## config.mk

```make
export PLATFORM = sky130hd
export DESIGN_NAME = hack_screen_scanner_flat
export DESIGN_NICKNAME = d
export VERILOG_FILES = /design/src/rtl/hack_screen_scanner_if.sv /design/src/rtl/hack_screen_scanner.sv /design/src/flat_wrapper.sv
export SDC_FILE = /design/constraint.sdc
export NUM_CORES = 1
export LEC_CHECK = 0
export BUFFER_PORTS_ARGS = -buffer_cell sky130_fd_sc_hd__buf_4
export CAP_MARGIN = 0
export CORE_MARGIN = 10
export CORE_UTILIZATION = 28
export DETAILED_ROUTE_END_ITERATION = 16
export GPL_TIMING_DRIVEN = 1
export PLACE_DENSITY_LB_ADDON = 0.25
export SKIP_CTS_REPAIR_TIMING = 1
export SYNTH_ARGS = -nofsm -noshare
export SYNTH_HDL_FRONTEND = slang
export SYNTH_SLANG_ARGS = --single-unit
```

## constraint.sdc

```tcl
create_clock -name clk -period 2.3 [get_ports clk]
set_input_delay 0.575 -clock clk [delete_from_list [all_inputs] [get_ports clk]]
set_output_delay 0.575 -clock clk [all_outputs]
set_load 0.05 [all_outputs]
```

## src/rtl/hack_screen_scanner_if.sv

```systemverilog
// rtl/hack_screen_scanner_if.sv - screen RAM read port plus pixel stream bundle
interface hack_screen_scanner_if;
  logic [12:0] scr_addr;
  logic [15:0] scr_data;
  logic        pix;
  logic        pix_valid;
  logic        pix_ready;
  logic        sof;
  logic        eol;
  logic        eof;

  // Scanner side: drives the RAM address and the pixel stream
  modport master (
    output scr_addr,
    input  scr_data,
    output pix,
    output pix_valid,
    input  pix_ready,
    output sof,
    output eol,
    output eof
  );

  // Environment side: screen RAM read port and pixel sink
  modport slave (
    input  scr_addr,
    output scr_data,
    input  pix,
    input  pix_valid,
    output pix_ready,
    input  sof,
    input  eol,
    input  eof
  );
endinterface

```

## src/rtl/hack_screen_scanner.sv

```systemverilog
// rtl/hack_screen_scanner.sv - raster scan of Hack screen RAM into an LSB-first pixel stream
module hack_screen_scanner #(
  parameter int ROW_WORDS = 32,
  parameter int ROWS      = 256
) (
  input  logic                         clk,
  input  logic                         rst,
  input  logic                         en,
  output logic                         busy,
  hack_screen_scanner_if.master        scr
);

  localparam logic [12:0] LAST_WORD = 13'(ROWS * ROW_WORDS - 1);
  // ROW_WORDS is a power of two, so the column of a word is a simple mask
  localparam logic [12:0] COL_MASK  = 13'(ROW_WORDS - 1);

  typedef enum logic [1:0] {IDLE, FETCH, SHIFT} state_t;

  state_t      state, state_d;
  logic [12:0] word_idx, word_idx_d;
  logic [3:0]  bit_cnt, bit_cnt_d;
  logic [15:0] shreg, shreg_d;

  logic valid;
  logic fire;
  logic last_bit;
  logic last_word;
  logic row_end;

  assign valid     = (state == SHIFT);
  assign fire      = valid & scr.pix_ready;
  assign last_bit  = (bit_cnt == 4'd15);
  assign last_word = (word_idx == LAST_WORD);
  assign row_end   = ((word_idx & COL_MASK) == COL_MASK);

  // State and datapath registers, cleared immediately on rst
  always_ff @(posedge clk or posedge rst) begin
    if (rst) begin
      state    <= IDLE;
      word_idx <= 13'd0;
      bit_cnt  <= 4'd0;
      shreg    <= 16'd0;
    end else begin
      state    <= state_d;
      word_idx <= word_idx_d;
      bit_cnt  <= bit_cnt_d;
      shreg    <= shreg_d;
    end
  end

  // Next-state logic: fetch one word, shift it out, advance or wrap at frame end
  always_comb begin
    state_d    = state;
    word_idx_d = word_idx;
    bit_cnt_d  = bit_cnt;
    shreg_d    = shreg;
    case (state)
      IDLE: begin
        word_idx_d = 13'd0;
        if (en) state_d = FETCH;
      end
      FETCH: begin
        shreg_d   = scr.scr_data;
        bit_cnt_d = 4'd0;
        state_d   = SHIFT;
      end
      SHIFT: begin
        if (fire) begin
          shreg_d   = shreg >> 1;
          bit_cnt_d = bit_cnt + 4'd1;
          if (last_bit) begin
            if (!last_word) begin
              word_idx_d = word_idx + 13'd1;
              state_d    = FETCH;
            end else begin
              // en is only consulted here, so a frame always runs to eof
              word_idx_d = 13'd0;
              state_d    = en ? FETCH : IDLE;
            end
          end
        end
      end
      default: state_d = IDLE;
    endcase
  end

  // Outputs are decoded from the registers and qualified by pix_valid
  always_comb begin
    scr.scr_addr  = word_idx;
    scr.pix_valid = valid;
    scr.pix       = valid & shreg[0];
    scr.sof       = valid & (word_idx == 13'd0) & (bit_cnt == 4'd0);
    scr.eol       = valid & row_end & last_bit;
    scr.eof       = valid & row_end & last_bit & last_word;
    busy          = (state != IDLE);
  end

endmodule
```

## src/flat_wrapper.sv

```systemverilog
// flat-port wrapper written by rule: the top's interface ports become plain ports
module hack_screen_scanner_flat 
#(
  parameter int ROW_WORDS = 32,
  parameter int ROWS      = 256
)
  (clk, rst, en, busy, scr_scr_addr, scr_scr_data, scr_pix, scr_pix_valid, scr_pix_ready, scr_sof, scr_eol, scr_eof);
  hack_screen_scanner_if scr_i ();
  input  logic clk;
  input  logic rst;
  input  logic en;
  output logic busy;
  output wire logic [$bits(scr_i.scr_addr)-1:0] scr_scr_addr;
  input wire logic [$bits(scr_i.scr_data)-1:0] scr_scr_data;
  output wire logic [$bits(scr_i.pix)-1:0] scr_pix;
  output wire logic [$bits(scr_i.pix_valid)-1:0] scr_pix_valid;
  input wire logic [$bits(scr_i.pix_ready)-1:0] scr_pix_ready;
  output wire logic [$bits(scr_i.sof)-1:0] scr_sof;
  output wire logic [$bits(scr_i.eol)-1:0] scr_eol;
  output wire logic [$bits(scr_i.eof)-1:0] scr_eof;
  assign scr_scr_addr = scr_i.scr_addr;
  assign scr_i.scr_data = scr_scr_data;
  assign scr_pix = scr_i.pix;
  assign scr_pix_valid = scr_i.pix_valid;
  assign scr_i.pix_ready = scr_pix_ready;
  assign scr_sof = scr_i.sof;
  assign scr_eol = scr_i.eol;
  assign scr_eof = scr_i.eof;
  hack_screen_scanner #(.ROW_WORDS(ROW_WORDS), .ROWS(ROWS)) u_core (.clk(clk), .rst(rst), .en(en), .busy(busy), .scr(scr_i));
endmodule
```

# Word level (Yosys, flattened, before mapping)
# Cells that the tools add are included.
dict set report op_classes {
  addsub 2
  n_eq_ne 8
  n_mux 14
  bitwise 7
  reduce_logical 9
}
# operator n
set op_table {}
lappend op_table {{$mux W13} 3}
lappend op_table {{$pmux W16 S2} 1}
lappend op_table {{$pmux W13 S2} 1}
lappend op_table {{$mux W16} 1}
lappend op_table {{$add A13 B1 Y13 const B} 1}
lappend op_table {{$eq A13 B13 Y1 const B} 1}
lappend op_table {{$logic_not A13 Y1} 1}
lappend op_table {{$mux W2} 4}
lappend op_table {{$pmux W4 S2} 1}
lappend op_table {{$and A1 B1 Y1} 7}
lappend op_table {{$ne A2 B2 Y1 const B} 3}
lappend op_table {{$pmux W2 S3} 1}
lappend op_table {{$reduce_and A3 Y1} 2}
lappend op_table {{$reduce_bool A2 Y1} 3}
lappend op_table {{$eq A5 B5 Y1 const B} 1}
lappend op_table {{$add A4 B1 Y4 const B} 1}
lappend op_table {{$eq A4 B4 Y1 const B} 1}
lappend op_table {{$logic_not A4 Y1} 1}
lappend op_table {{$mux W4} 1}
lappend op_table {{$eq A2 B1 Y1 const B} 1}
lappend op_table {{$eq A2 B2 Y1 const B} 1}
lappend op_table {{$logic_not A2 Y1} 1}
lappend op_table {{$reduce_and A2 Y1} 1}
lappend op_table {{$mux W1} 1}
dict set report word_totals {
  register_bits 35
  out_inout_bits 19
}

# Logic depth before layout (Yosys ltp)
# Gate-level depths: netlist of the first run.
dict set report logic_depth {
  depth_word 5
  mapped_depth 6
}

# Worst setup path after synthesis of the first run
# OpenSTA, ideal clock, no wires.
dict set report synth_path {
  path_kind {flip-flop to output port}
  startpoint {register u_core.word_idx[0] (netlist: u_core.scr.scr_addr[0])}
  endpoint {output scr_eof}
  arrival_ns 2.920
  required_ns 1.725
  slack_ns -1.195
  path_stages_with_launch 6
  cell_sequence {dfrtp_1 > ha_1 > and4_1 > buf_4 > nand3_2 > nor4_1}
}
dict set report synth_between {
  elab_chain_len 4
  elab_cells_between_ends 5
  classes_between {eq/ne: 2; bitwise: 3}
}
# element line
set synth_rtl {}
lappend synth_rtl {{start: declaration} hack_screen_scanner.sv:20} ;# logic [12:0] word_idx, word_idx_d;
lappend synth_rtl {{start signal: assignment} hack_screen_scanner.sv:45} ;# word_idx <= word_idx_d;
lappend synth_rtl {{$eq A5 B5 Y1} hack_screen_scanner.sv:34} ;# assign row_end = ((word_idx & COL_MASK) == COL_MASK);
lappend synth_rtl {{$and A1 B1 Y1 (2 in series)} hack_screen_scanner.sv:94} ;# scr.eof = valid & row_end & last_bit & last_word;
lappend synth_rtl {{$and A1 B1 Y1 *} hack_screen_scanner.sv:94}
lappend synth_rtl {{end: declaration} flat_wrapper.sv:20} ;# output wire logic [$bits(scr_i.eof)-1:0] scr_eof;
# Mark *: on every way between the ends. The rest lies on a longest branch, timed or not.

# Worst setup path after layout of the first run
dict set report layout_path {
  startpoint {register u_core.word_idx[0] (netlist: u_core.scr.scr_addr[0])}
  endpoint {output scr_eol}
}
dict set report layout_between {
  elab_chain_len 3
}
# element line
set layout_rtl {}
lappend layout_rtl {{$eq A5 B5 Y1} hack_screen_scanner.sv:34}
lappend layout_rtl {{$and A1 B1 Y1 (2 in series)} hack_screen_scanner.sv:93} ;# scr.eol = valid & row_end & last_bit;
lappend layout_rtl {{end: declaration} flat_wrapper.sv:19} ;# output wire logic [$bits(scr_i.eol)-1:0] scr_eol;
# No other way between the ends.

==> flow_metrics.env, run 1 <==
export IMPL_clock_sinks=35
export IMPL_synthesis_nets=251
export IMPL_start_util_pct=28.6
export IMPL_status="finished, violations left"
export IMPL_dieWidth_um=103
export IMPL_final_area_mm2=0.00257
export IMPL_path_delay_family="flip-flops"
export IMPL_slowest_delay_ns=0.45
export IMPL_crit_path_start_kind="register"
export IMPL_critPathArrivalTime_ns=1.81
export IMPL_path_cells="ha_4 > and3_4 > ha_4 > nand4_1 > buf_4 > nor2_4 > buf_8"
export IMPL_drc=0
export IMPL_critical_path_class="reg -> out"
export IMPL_synth_seq_cells=35
export IMPL_syn_instance_count=226
export IMPL_drt_iter0_markers=91
export IMPL_die_h_um=103
export IMPL_r2r_start="u_core.scr.scr_addr[0]$_DFFE_PP0P_"
export IMPL_grt_max_degree=31
export IMPL_layout_commonest_cell="buf_4"
export IMPL_crit_path_start="u_core.scr.scr_addr[0]$_DFFE_PP0P_"
export IMPL_overflow=0
export IMPL_cts_root_buffer="clkbuf_8"
export IMPL_worstMarginPinSlew_ns=0.605
export IMPL_layout_setup_ws_ns=-0.0886
export IMPL_crit_path_top_delay_cell="dfrtp_2"
export IMPL_clk_latency_ns=0.29
export IMPL_cts_buffers=5
export IMPL_layout_common_cells="buf_4, nand2_1, dfrtp_1"
export IMPL_dp_hpwl_um=3960
export IMPL_grt_total_usage_pct=10.6
export IMPL_hold_viol=0
export IMPL_cts_max_level=2
export IMPL_timing_final_crit_share_pct=104
export IMPL_grt_pass1_wl_um=8990
export IMPL_finalSetupViolCount=3
export IMPL_crit_fanout=8
export IMPL_dr_pass1_iters=4
export IMPL_avgSynthCellArea_um2=8.51
export IMPL_r2r_slack_ns=0.46
export IMPL_violations="negative setup slack"
export IMPL_ys_types=41
export IMPL_wirelength_um=5470
export IMPL_ys_seq_area_share_pct=45.5
export IMPL_cts_tree="built"
export IMPL_end_kind="output port"
export IMPL_synth_area_mm2=0.00192
export IMPL_dpl_cell_area_mm2=0.00240
export IMPL_post_drt_wl_per_cell_um=15.4
export IMPL_p_leak_nw=1.14
export IMPL_gp_congestion=0.824
export IMPL_clockBufferDepth=2
export IMPL_port_buffers=38
export IMPL_peakVddDrop_mv=0.503
export IMPL_dieArea_mm2=0.0106
export IMPL_path_clk_slew_ns=0.08
export IMPL_cp_data_required_time_ns=1.73
export IMPL_skew_ns=0.00651
export IMPL_core_mm2=0.00672
export IMPL_slew_headroom_pct=59.6
export IMPL_num_io_pins=39
export IMPL_utilization_pct=38.3
export IMPL_grt_antenna_before_repair=0
export IMPL_yosysWarnings=0
export IMPL_p_per_area_mw_per_mm2=1100
export IMPL_fin_crit_ns=2.39
export IMPL_finalPower_mw=2.83
export IMPL_timing_critical_path_buf_inv=2
export IMPL_drive_gt1_share_pct=28.6
export IMPL_whs_ns=0.355
export IMPL_finalSetupTns_ns=-0.209
export IMPL_rsz0062_at_grt="true"
export IMPL_ant_nets=0
export IMPL_maxCapViolations=0
export IMPL_hold_path_class="in -> async"
export IMPL_grt_pass1_vias=1796
export IMPL_fmax_ghz=0.419
export IMPL_vias_per_cell=5.12
export IMPL_drv_slew=0
export IMPL_rows=30
export IMPL_vias=1823
export IMPL_final_nets=300
export IMPL_diodes=0
export IMPL_area_growth_pct=33.7
export IMPL_cpMostUsedCell="ha_4"
==> worst paths after layout <==
kind	end	cells after the start
worst max-delay path	scr_eol	7
worst min-delay path	u_core.shreg[2]$_DFFE_PP0P_	2
worst max register to register	u_core.scr.scr_addr[12]$_DFFE_PP0P_	6
worst min register to register	u_core.shreg[9]$_DFFE_PP0P_	2
max in group asynchronous	u_core.scr.scr_addr[5]$_DFFE_PP0P_	3
min in group clk	u_core.shreg[9]$_DFFE_PP0P_	2
==> registers in the layout, summed over array words and instances, names as in the netlist <==
signal and flops:
u_core.bit_cnt 4, u_core.scr.scr_addr 13, u_core.shreg 16, u_core.state 2
==> kinds of logic after synthesis <==
logic type                 Yosys count  synth area share (%)
AOI/OAI and AO/OA                   57                  19.4
xor gates and xnor gates             3                  1.37
adders and majority gates            5                  3.25
buffers and inverters               22                  4.68
DFF                                 35                  45.5
and+or+nand+nor                    104                  25.8
==> where the power goes <==
part | switching [mW] | internal (mW) | leakage (nW)
Combinational | 0.918 | 0.523 | 0.670
Clock | 0.234 | 0.212 | 0.0412
Sequential | 0.134 | 0.813 | 0.429
==> per-stage QoR <==
| step | instances | setup slack [ns] |
|---|---|---|
| CTS | 350 | -0.178 |
| global placement | 342 | 0.181 |
| global route | 356 | -0.183 |
| floorplan | 226 | -0.119 |
| finish | 356 | -0.0886 |
| detailed placement | 342 | 0.137 |
==> per-layer routing <==
| layer | global-route usage (%) | up-vias | routed length, um |
|---|---|---|---|
| met4 | 2.35 | 0 | 23 |
| met5 | 0 | - | 0 |
| met2 | 15.6 | 43 | 2310 |
| li1 | - | 904 | - |
| met1 | 14.4 | 874 | 2720 |
| met3 | 4.02 | 2 | 426 |
==> final cells by class <==
cell class | count | area (um^2)
fillers | 690 | 4150
multi-input cells | 169 | 1030
flip-flops and latches | 35 | 882
repair buffers | 55 | 440
well taps | 80 | 100
clock buffers | 6 | 72.6
inverters | 9 | 33.8
clock inverters | 2 | 12.5
==> synth_stat cells <==
master	count	area [um^2]
a2111oi_2	1	15.0
a211oi_1	1	7.51
a21boi_0	1	7.51
a21o_1	1	7.51
a21oi_1	11	55.1
a22o_1	4	35.0
a2bb2oi_1	1	8.76
a31oi_1	16	100
a32o_1	1	10.0
a32oi_1	1	8.76
a41o_1	1	10.0
and2_1	1	6.26
and3_1	5	31.3
and4_1	1	8.76
buf_2	2	10.0
buf_4	1	7.51
clkbuf_1	9	33.8
clkbuf_2	1	5.00
clkinv_1	1	3.75
dfrtp_1	35	876
ha_1	5	62.6
inv_1	8	30.0
nand2_1	44	165
nand2b_1	4	25.0
nand3_1	10	50.1
nand3_2	2	20.0
nand3b_1	2	15.0
nand4_1	3	18.8
nand4_2	1	12.5
nand4b_1	1	8.76
nor2_1	22	82.6
nor3_1	2	10.0
nor4_1	4	25.0
o211ai_1	1	7.51
o21ai_0	11	55.1
o22ai_1	1	6.26
o2bb2ai_1	1	8.76
o31ai_1	4	30.0
or4_1	1	7.51
or4b_1	1	10.0
xnor2_1	3	26.3
Note: power is estimated with default switching activity, not from simulation.
==> run 2: changes to the inputs <==
- BUFFER_PORTS_ARGS: -buffer_cell sky130_fd_sc_hd__buf_4 -> not set
- CORE_MARGIN: 10 -> 5
- DONT_BUFFER_PORTS: not set -> 1
==> flow_metrics.env, run 2 (synthesis results as in run 1) <==
export IMPL_rows=30
export IMPL_wirelength_um=5250
export IMPL_dieArea_mm2=0.00863
export IMPL_layout_setup_ws_ns=-0.0494
export IMPL_dp_cells=318
export IMPL_stdcell_count=330
export IMPL_finalPower_mw=2.90
export IMPL_critical_path_class="reg -> out"
export IMPL_start_util_pct=28.5
export IMPL_vias_per_cell=5.32
export IMPL_core_mm2=0.00676
export IMPL_top_register="u_core.shreg"
export IMPL_drt_iter0_markers=59
export IMPL_wl_met2_um=2360
export IMPL_cp_endpoint="scr_eof"
export IMPL_peakVddDrop_mv=0.569
export IMPL_place_ws_ns=0.180
export IMPL_grt_total_usage_pct=12.3
export IMPL_diodes=0
export IMPL_r2r_slack_ns=0.50
export IMPL_drt_met1_wl_um=2550
export IMPL_gp_congestion=0.752
export IMPL_num_io_pins=39
export IMPL_violations="negative setup slack"
export IMPL_hold_path_class="in -> async"
export IMPL_drv_slew=0
export IMPL_die_h_um=92.9
export IMPL_r2r_cells=5
export IMPL_overflow=0
export IMPL_crit_path_start_kind="register"
export IMPL_post_drt_wl_per_cell_um=15.9
export IMPL_cts_tree="built"
export IMPL_ant_nets=0
export IMPL_top_layer_used="met4"
export IMPL_timing_final_crit_share_pct=102
export IMPL_drive_gt1_share_pct=21.6
export IMPL_dp_hpwl_um=3690
export IMPL_wl_met3_um=299
export IMPL_rsz0062_at_grt="true"
export IMPL_cts_buffers=5
export IMPL_skew_ns=0.00868
export IMPL_hold_viol=0
export IMPL_final_nets=274
export IMPL_grt_antenna_before_repair=0
export IMPL_clock_sinks=35
export IMPL_largest_reg_flops=16
export IMPL_status="finished, violations left"
export IMPL_port_buffers=0
export IMPL_fmax_ghz=0.426
export IMPL_cts_root_buffer="clkbuf_8"
export IMPL_slew_headroom_pct=66.3
export IMPL_vias=1757
export IMPL_drc=0
export IMPL_area_growth_pct=25.8
export IMPL_maxCapViolations=0
export IMPL_worstMarginPinSlew_ns=0.507
export IMPL_p_per_area_mw_per_mm2=1200
export IMPL_end_kind="output port"
export IMPL_layout_common_cells="nand2_1, dfrtp_1, buf_4"
export IMPL_grt_max_degree=36
export IMPL_layout_commonest_cell="nand2_1"
export IMPL_clk_latency_ns=0.28
export IMPL_r2r_end="u_core.scr.scr_addr[6]$_DFFE_PP0P_"
export IMPL_finalSetupViolCount=1
export IMPL_grt_pass1_vias=1718
export IMPL_crit_fanout=5
export IMPL_critPathArrivalTime_ns=1.77
export IMPL_fillerInstances=712
export IMPL_cp_data_required_time_ns=1.73
export IMPL_clockBufferDepth=2
export IMPL_p_leak_nw=1.03
export IMPL_grt_pass1_wl_um=8550
export IMPL_fin_crit_ns=2.35
export IMPL_dieWidth_um=92.9
export IMPL_cts_max_level=2
export IMPL_crit_path_start="u_core.scr.scr_addr[2]$_DFFE_PP0P_"
export IMPL_path_clk_slew_ns=0.08
export IMPL_r2r_start="u_core.bit_cnt[1]$_DFFE_PP0P_"
export IMPL_dr_pass1_iters=4
[run 2: changes by cell type in the layout (fill, tap and decap cells not counted), sizes merged]
cell and delta:
clkinv +1, bufinv +1, clkinvlp -1, buf -26, clkbuf -1
[run 2: per-layer routing]
metal / up-vias / global-route usage [%]
met4: 0 / 2.20
met5: - / 0
met2: 45 / 19.7
met3: 4 / 3.98
met1: 861 / 16.4
li1: 847 / -
[run 2: worst min path at each step]
stage	startpoint	end	depth (start not counted)
6_report	rst	u_core.shreg[2]$_DFFE_PP0P_	2
5_1_grt	rst	u_core.shreg[4]$_DFFE_PP0P_	2
4_1_cts	rst	u_core.shreg[2]$_DFFE_PP0P_	2
3_5_place_dp	u_core.shreg[9]$_DFFE_PP0P_	u_core.shreg[8]$_DFFE_PP0P_	2
3_3_place_gp	u_core.shreg[4]$_DFFE_PP0P_	u_core.shreg[3]$_DFFE_PP0P_	2
2_1_floorplan	u_core.shreg[15]$_DFFE_PP0P_	u_core.shreg[15]$_DFFE_PP0P_	2
[run 2: metrics by stage]
stage	hold WS, ns	TNS [ns]	cell area [um^2]	utilization (%)
2_1_floorplan	0.505	-0.119	1970	-
3_3_place_gp	0.526	0	2240	33.2
3_5_place_dp	0.532	0	2240	33.2
4_1_cts	0.297	-0.205	2360	34.9
5_1_grt	0.323	-0.210	2420	35.8
6_report	0.281	-0.0494	2420	35.8
[run 2: power breakdown]
part	internal (mW)	switching, mW	leakage (nW)
logic	0.482	0.928	0.546
registers	0.813	0.122	0.429
clock network	0.323	0.235	0.0581
total	1.62	1.29	1.03
[run 2: cell type report]
type,instances,area [um^2],area share [%]
Multi-Input combinational cell,169,1030,42.5
Timing Repair Buffer,29,263,10.9
Tap cell,80,100,4.13
Clock inverter,3,43.8,1.81
Sequential cell,35,882,36.4
Clock buffer,5,68.8,2.84
Inverter,9,33.8,1.40
[run 2: worst max-delay path: stages (launching register included)]
cell     delay, ns
dfrtp_2       0.41
buf_6         0.19
and4_1        0.25
nand3_2       0.17
nor4_4        0.30
buf_12        0.18
